==> src/rtl/sa_skew_feeder.sv <==
// Operand feeder for the sa systolic array: a ping-pong frame buffer on the write side,
// replayed as a diagonal wavefront (lane i delayed by i cycles) with a fixed zero gap between frames.
module sa_skew_feeder #(
    parameter int DIMENSION = 4,
    parameter int GAP       = 10
) (
    input  logic                              CLK,
    input  logic                              RSTn,
    input  logic                              S_VALID,
    output logic                              S_READY,
    input  logic                              S_LAST,
    input  logic [1:0][DIMENSION-1:0][15:0]   S_DATA,
    output logic [DIMENSION-1:0]              DVI,
    output logic [1:0][DIMENSION-1:0][15:0]   DI,
    output logic                              BUSY,
    output logic                              ERR
);

    localparam int IW = (DIMENSION > 1) ? $clog2(DIMENSION) : 1;
    localparam int TW = $clog2(2 * DIMENSION);
    localparam int GW = (GAP > 1) ? $clog2(GAP) : 1;

    localparam logic [TW-1:0] T_LAST = TW'(2 * DIMENSION - 2);
    localparam logic [IW-1:0] K_LAST = IW'(DIMENSION - 1);
    localparam logic [GW-1:0] G_LAST = GW'((GAP > 0) ? GAP - 1 : 0);

    typedef enum logic [1:0] {
        ST_IDLE,
        ST_STREAM,
        ST_GAP
    } state_t;

    state_t                             state;
    logic [TW-1:0]                      t;
    logic [GW-1:0]                      g;
    logic                               rd_bank;
    logic                               wr_bank;
    logic [IW-1:0]                      wr_idx;
    logic [1:0]                         full;
    logic [1:0][DIMENSION-1:0][15:0]    mem [2][DIMENSION];

    logic                               accept;
    logic                               fill;
    logic                               free;
    logic [1:0]                         full_post;
    logic                               wr_bank_post;
    logic [DIMENSION-1:0]               dvi_nxt;
    logic [1:0][DIMENSION-1:0][15:0]    di_nxt;
    logic [IW-1:0]                      beat;

    assign accept       = S_VALID && S_READY;
    assign fill         = accept && (wr_idx == K_LAST);
    assign free         = (state == ST_STREAM) && (t == T_LAST);
    assign wr_bank_post = wr_bank ^ fill;
    assign BUSY         = (state != ST_IDLE);

    // A fill and a free in the same cycle always touch different banks.
    always_comb begin
        full_post = full;
        if (fill) full_post[wr_bank] = 1'b1;
        if (free) full_post[rd_bank] = 1'b0;
    end

    always_comb begin
        dvi_nxt = '0;
        di_nxt  = '0;
        beat    = '0;
        if (state == ST_STREAM) begin
            for (int i = 0; i < DIMENSION; i++) begin
                if (t >= TW'(i) && (t - TW'(i)) < TW'(DIMENSION)) begin
                    beat          = IW'(t - TW'(i));
                    dvi_nxt[i]    = 1'b1;
                    di_nxt[0][i]  = mem[rd_bank][beat][0][i];
                    di_nxt[1][i]  = mem[rd_bank][beat][1][i];
                end
            end
        end
    end

    always_ff @(posedge CLK) begin
        if (accept) mem[wr_bank][wr_idx] <= S_DATA;
    end

    // Outputs lag the state by one edge, so the first lane fires two edges after the frame fills.
    always_ff @(posedge CLK or negedge RSTn) begin
        if (!RSTn) begin
            state   <= ST_IDLE;
            t       <= '0;
            g       <= '0;
            rd_bank <= 1'b0;
            wr_bank <= 1'b0;
            wr_idx  <= '0;
            full    <= '0;
            S_READY <= 1'b0;
            ERR     <= 1'b0;
            DVI     <= '0;
            DI      <= '0;
        end else begin
            full    <= full_post;
            wr_bank <= wr_bank_post;
            S_READY <= !full_post[wr_bank_post];
            DVI     <= dvi_nxt;
            DI      <= di_nxt;
            if (accept) begin
                wr_idx <= fill ? '0 : wr_idx + 1'b1;
                if (S_LAST != (wr_idx == K_LAST)) ERR <= 1'b1;
            end
            case (state)
                ST_IDLE: begin
                    if (full[rd_bank]) begin
                        state <= ST_STREAM;
                        t     <= '0;
                    end
                end
                ST_STREAM: begin
                    if (t == T_LAST) begin
                        rd_bank <= ~rd_bank;
                        if (GAP > 0) begin
                            state <= ST_GAP;
                            g     <= '0;
                        end else if (full[~rd_bank]) begin
                            t <= '0;
                        end else begin
                            state <= ST_IDLE;
                        end
                    end else begin
                        t <= t + 1'b1;
                    end
                end
                ST_GAP: begin
                    if (g == G_LAST) begin
                        if (full[rd_bank]) begin
                            state <= ST_STREAM;
                            t     <= '0;
                        end else begin
                            state <= ST_IDLE;
                        end
                    end else begin
                        g <= g + 1'b1;
                    end
                end
                default: state <= ST_IDLE;
            endcase
        end
    end

endmodule

==> config.mk <==
export PLATFORM = sky130hd
export DESIGN_NAME = sa_skew_feeder
export DESIGN_NICKNAME = d
export VERILOG_FILES = /design/src/rtl/sa_skew_feeder.sv
export SDC_FILE = /design/constraint.sdc
export NUM_CORES = 1
export LEC_CHECK = 0
export BUFFER_PORTS_ARGS = -buffer_cell sky130_fd_sc_hd__clkbuf_2
export CELL_PAD_IN_SITES_DETAIL_PLACEMENT = 0
export CELL_PAD_IN_SITES_GLOBAL_PLACEMENT = 2
export CORE_ASPECT_RATIO = 1.5
export CORE_MARGIN = 5
export CORE_UTILIZATION = 35
export DETAILED_ROUTE_END_ITERATION = 12
export HOLD_SLACK_MARGIN = 0.05
export PLACE_DENSITY_LB_ADDON = 0.1
export REMOVE_ABC_BUFFERS = 1
export SLEW_MARGIN = 20
export SYNTH_ARGS = -nofsm -noshare
export SYNTH_HDL_FRONTEND = slang
export SYNTH_SLANG_ARGS = --single-unit
export TNS_END_PERCENT = 5
==> constraint.sdc <==
create_clock -name CLK -period 5.2 [get_ports CLK]
set_input_delay 0.52 -clock CLK [delete_from_list [all_inputs] [get_ports CLK]]
set_output_delay 0.52 -clock CLK [all_outputs]
set_load 0.1 [all_outputs]
* Yosys cells after proc, flatten, opt, wreduce, memory -nomap -nowiden *
Memory sizes are Yosys's and may differ from the RTL's.
Cells that the tools add are included.

word-level totals
  input port bits = 132
  memories = 1
  RAM bits = 1024
  logic and storage cells = 138
  output and inout bits = 135
  bits in registers = 149

cells by class
  eq/ne operators = 11
  reduce and logical (&&, ||, !) cells = 20
  multiplexer cells = 53
  order comparisons = 19
  add/sub/neg operators = 6
  bitwise operators = 10

memory list
  name  depth  bits a word  read ports  clocked after memory_dff  write ports  line  source
  mem   2      512          1           0                         1            40    logic [1:0][DIMENSION-1:0][15:0] mem [2][DIMENSION];

operators with widths
  kind                number
  $bmux 128 s2        4
  $mux 128            4
  $mux 512            1
  $demux 128 s2       1
  $mux 112            2
  $mux 96             2
  $mux 80             2
  $mux 16             8
  $ge 3x3->1 const B  5
  $not 2->3           5
  $lt 3x3->1 const B  4
  $mux 1              12
  $mux 2              6
  $mux 4              3
  $logic_and 1x1->1   10
  $mux 3              3
  $pmux 3 s3          1
  $reduce_and 3->1    3
  $ne 2x2->1 const B  4
  $pmux 4 s2          1
  $ge 3x1->1 const B  2
  $ge 3x2->1 const B  2
  $lt 1x2->1 const B  3
  $pmux 2 s3          1
  24 further kinds    30

* Depth between registers and ports, before layout *
  depth after elaboration = 11
  depth in mapped cells = 10
  gate-level depth less buffers = 5

* Least setup slack after synthesis *
OpenSTA, ideal clock, no wires.

  path type = reg2reg
  start point = register S_READY
  end point = memory mem[1][128] (netlist name), enable pin
  cell stages (with the launch flop) = 4
  clock period less this slack = 4.884 ns
  slack = 0.316 ns
  path buffers = 1
  library setup time = 0.503 ns
  required time = 4.697 ns
  arrival time = 4.381 ns
  cell sequence = dfrtp_1 and2_1 clkbuf_1 and3_1

between the ends
  cells in the longest elaborated chain, start to end = 3

ends and longest elaborated chain
  item                            line  source
  start, declared                 10    output logic S_READY,
  start signal, assigned          101   S_READY <= !full_post[wr_bank_post];
  $logic_and 1x1->1               51    assign accept = S_VALID && S_READY;
  $mux 1                          81    if (accept) mem[wr_bank][wr_idx] <= S_DATA;
  $mux 512 (not written as such)  81
  end, declared                   40

No other way between the ends.

==> impl_results.md <==
* Cts bufs inserted at 115
* Crit start category: flip-flop
* Post-route DRC at 0
* Share of cells above drive strength 1 at approximately 32%
* Chip Width at 297 µm
* Synthesized cell area at approximately 43,000 µm²
* Max Fanout on Critical Path at 50
* Number of flops mapped to enable cells by yosys at 1,024
* DR vias/cell at slightly above 5
* Drt pass-1 iters at 4
* Post-synthesis mux area share at 13.2%
* Root Driver: clkbuf_16
* Hold Startpoint: S_DATA[116]
* Most used DFF post-synth: edfxtp_1
* CTS tree: yes
* PwrDens at about 570 nW/µm²
* #FFs+latches synth at 1,173
* Placement Cell Area at approximately 47,000 µm²
* Crit path DAT at 3.71 ns
* GRT Total Usage at 16.4%
* Slew Limit Fails at 0
* Vias in the first global route at 22,900
* Cells after Synth at 1,907
* Vias after detailed routing at around 20,000
* Worst hold path endpoint: mem[1][116]
* Leak Pwr at ~0.018 µW
* Crit Path Class: flip-flop to flip-flop
* Hold_ws at 0.123 ns
* Fill cells at 10,800
* Simple-gate share of the synthesized area at 1.44%
* Post-Route WL at 107 mm
* CTS max path bufs at 3
* Average instance area after synthesis at about 23 µm²
* Largest family of logic cells by synthesized area: multiplexers
* Drt initial violations at 1,243
* Fin crit period at roughly 3.1 ns
* R2r setup slk at slightly above 2 ns
* Ports at between 200 and 300
* Hold Path Stages at 1
* Fraction of the mapped netlist area in compound gates at 3.60%
* Hold Path Class: input pin to flip-flop
* R2R Path Start: t[0]
* Initial core utilization at about a third
* Adder-cell share of the synthesized area at 0.492%
* Reg2reg path depth at 4
* Register area share after synthesis at about four fifths
* Max Cap Viol at 0
* Pre-CTS setup slack at between 1.5 and 2 ns
* Largest stage delay, worst path at a little under 0.9 ns
* Reg2reg end: DI[66]
* Final instance count without filler cells at 4,054
* Final Hold Violating Endpoints at 0
* # rows at between 150 and 200
* Initial antenna violation count at 13
* Routability cong. at 0.692
* Max Fclk at roughly 320 MHz
* Crit path max-delay cell type: dfrtp_4
* Yosys warns at 0
* Die Height at between 400 and 500 µm
* Grt total ovfl at 0
* Critical Path, Cell by Cell: buf_4 -> buf_4 -> mux4_2 -> a22o_1
* Final ANT Viol Nets at 0
* Endpoints failing setup at 0
* Max VDD drop at between 300 and 400 µV
* Pwr Total at 29,300 µW
* CP required at 5.78 ns
* Count of input and output buffers at 266
* Worst skew pair latency at between 0.7 and 0.8 ns
* Tcrit/Tclk final at between 60% and 70%
* Die area at 131,000 µm²
* Largest net degree at the start of global routing at 81
* Rel. slew slack at 27.9%
* Clk sinks at about 1,200
* Core area at 123,000 µm²
* Synth cell types at 50
* Slew @ Worst Pin at about 1.1 ns
* Clk pin slew, worst setup/hold paths at 0.06 ns
* Status: completed
* Post-Synth XOR/XNOR Area at 0.0811%
* Post-route cell area at 51,600 µm²
* First-pass GRT wire length at between 150 and 200 mm
* Crit path top cell by count: buf_4
* Drt wl/cell at 26.5 µm
* H-tree depth at 3
* Fin nets at 2,496
* Setup ws final at 2.07 ns
* Area growth from synthesis to layout at 19.4%
* RSZ-0062 raised after global routing: false
* Max Clock Skew at approximately 0.023 ns
* Async set-reset flop share out of synthesis at around 13%
* Critical path capture point type: flip-flop
* Placed cells at 3,713
* Dpl hpwl at roughly 56 mm
* Post-CTS Setup Inserts at 0
[through the flow]
stage,utilization [%],setup TNS [ns]
floorplan,-,-912.74
global placement,37.8,0
detailed placement,37.9,0
CTS,41.9,0
global route,41.9,0
finish,41.9,0
[cell type report]
cell class | instances | area, µm² | area share [%]
clock buffer | 160 | 3280 | 6.36
sequential | 1173 | 34500 | 66.9
timing repair buffer | 426 | 3060 | 5.93
tap | 1600 | 2000 | 3.88
inverter | 14 | 52.6 | 0.102
clock inverter | 58 | 463 | 0.897
multi-input combinational | 617 | 8220 | 15.9
antenna | 6 | 15.0 | 0.0291
[power by group]
part / switching, µW / internal, µW
clock: 3500 / 4730
combinational: 6220 / 2900
sequential: 477 / 11400
total: 10200 / 19100
[registers in the layout, summed over array words and instances, names as in the netlist]
register / cells
wr_idx: 2
S_READY: 1
wr_bank: 1
ERR: 1
t: 3
DVI: 4
DI: 128
rd_bank: 1
state: 2
full: 2
g: 4
mem: 1024
[critical path: cells and delay by family, from the launching register on]
family	cells	cell delay, ns
buf+inv	2	1.43
mux	1	0.41
flops	1	0.89
compound gates	1	0.24
[logic make-up (layout without fill, tap and decap cells)]
group | after synthesis | count (layout)
AOI/OAI and AO/OA | 191 | 191
xor gates and xnor gates | 4 | 4
adders and majority gates | 17 | 17
buffers and inverters | 117 | 658
DFF | 1173 | 1173
muxes | 322 | 322
other | 0 | 6
and+or+nand+nor | 83 | 83
[metal layers]
layer / vias to the layer above / share of wire, % / GRT usage, %
met2: 412 / 50 / 28.2
met4: 10 / 1.6 / 4.00
met5: - / 0.055 / 0
met3: 117 / 5.0 / 3.76
li1: 8859 / - / -
met1: 11100 / 43 / 21.4
[worst max-delay path by stage]
stage	from	end	slack [ns]	cells after the start
4_1_cts	t[0]	DI[66]	1.95	4
2_1_floorplan	rd_bank	DI[16]	-6.72	3
3_5_place_dp	t[0]	DI[39]	1.97	4
3_3_place_gp	t[0]	DI[46]	2.01	4
5_1_grt	t[0]	DI[66]	1.85	4
6_report	t[0]	DI[66]	2.07	4
[synthesized netlist by cell type (3+ instances only)]
master,instances,area [µm²]
buf_6,8,90.1
buf_2,34,170
a21oi_1,4,20.0
and3_1,8,50.1
mux2i_1,64,641
mux4_2,192,4320
o21ai_0,5,25.0
nand2_1,7,26.3
nand3_1,5,25.0
buf_4,13,97.6
o22ai_1,33,206
dfrtp_1,149,3730
nor4_1,10,62.6
and2_1,7,43.8
buf_1,5,18.8
ha_1,17,213
edfxtp_1,1024,30700
nand2b_1,4,25.0
nor2b_1,3,18.8
nor4_2,22,275
mux2_2,65,732
a22o_1,128,1120
inv_1,14,52.6
nor2_1,7,26.3
clkbuf_1,42,158
[cell usage in the layout (no fill, tap or decap), drive strengths merged, types with 3 or more instances in the layout]
cell         Yosys  routed
clkinvlp         0       4
mux4           192     192
nor4            32      32
dlygate4sd3      0     117
clkinv           0      45
nor2b            3       3
nor2             7       7
nand2b           4       4
ha              17      17
a21oi            4       4
mux2            65      65
and3             8       8
nand2            7       7
a22o           128     128
and2             7       7
inv             14      16
bufinv           0       7
o21ai            5       5
diode            0       6
dfrtp          149     149
buf             61      43
edfxtp        1024    1024
clkbuf          42     426
o22ai           33      33
nand3            5       5
mux2i           65      65
[timing repair]
item                                   4_1_cts  5_1_grt
endpoints found under the hold margin      968        0
resized for setup                            0        0
hold buffers                               117        0
No activity file was read; power rests on OpenSTA's default activity.
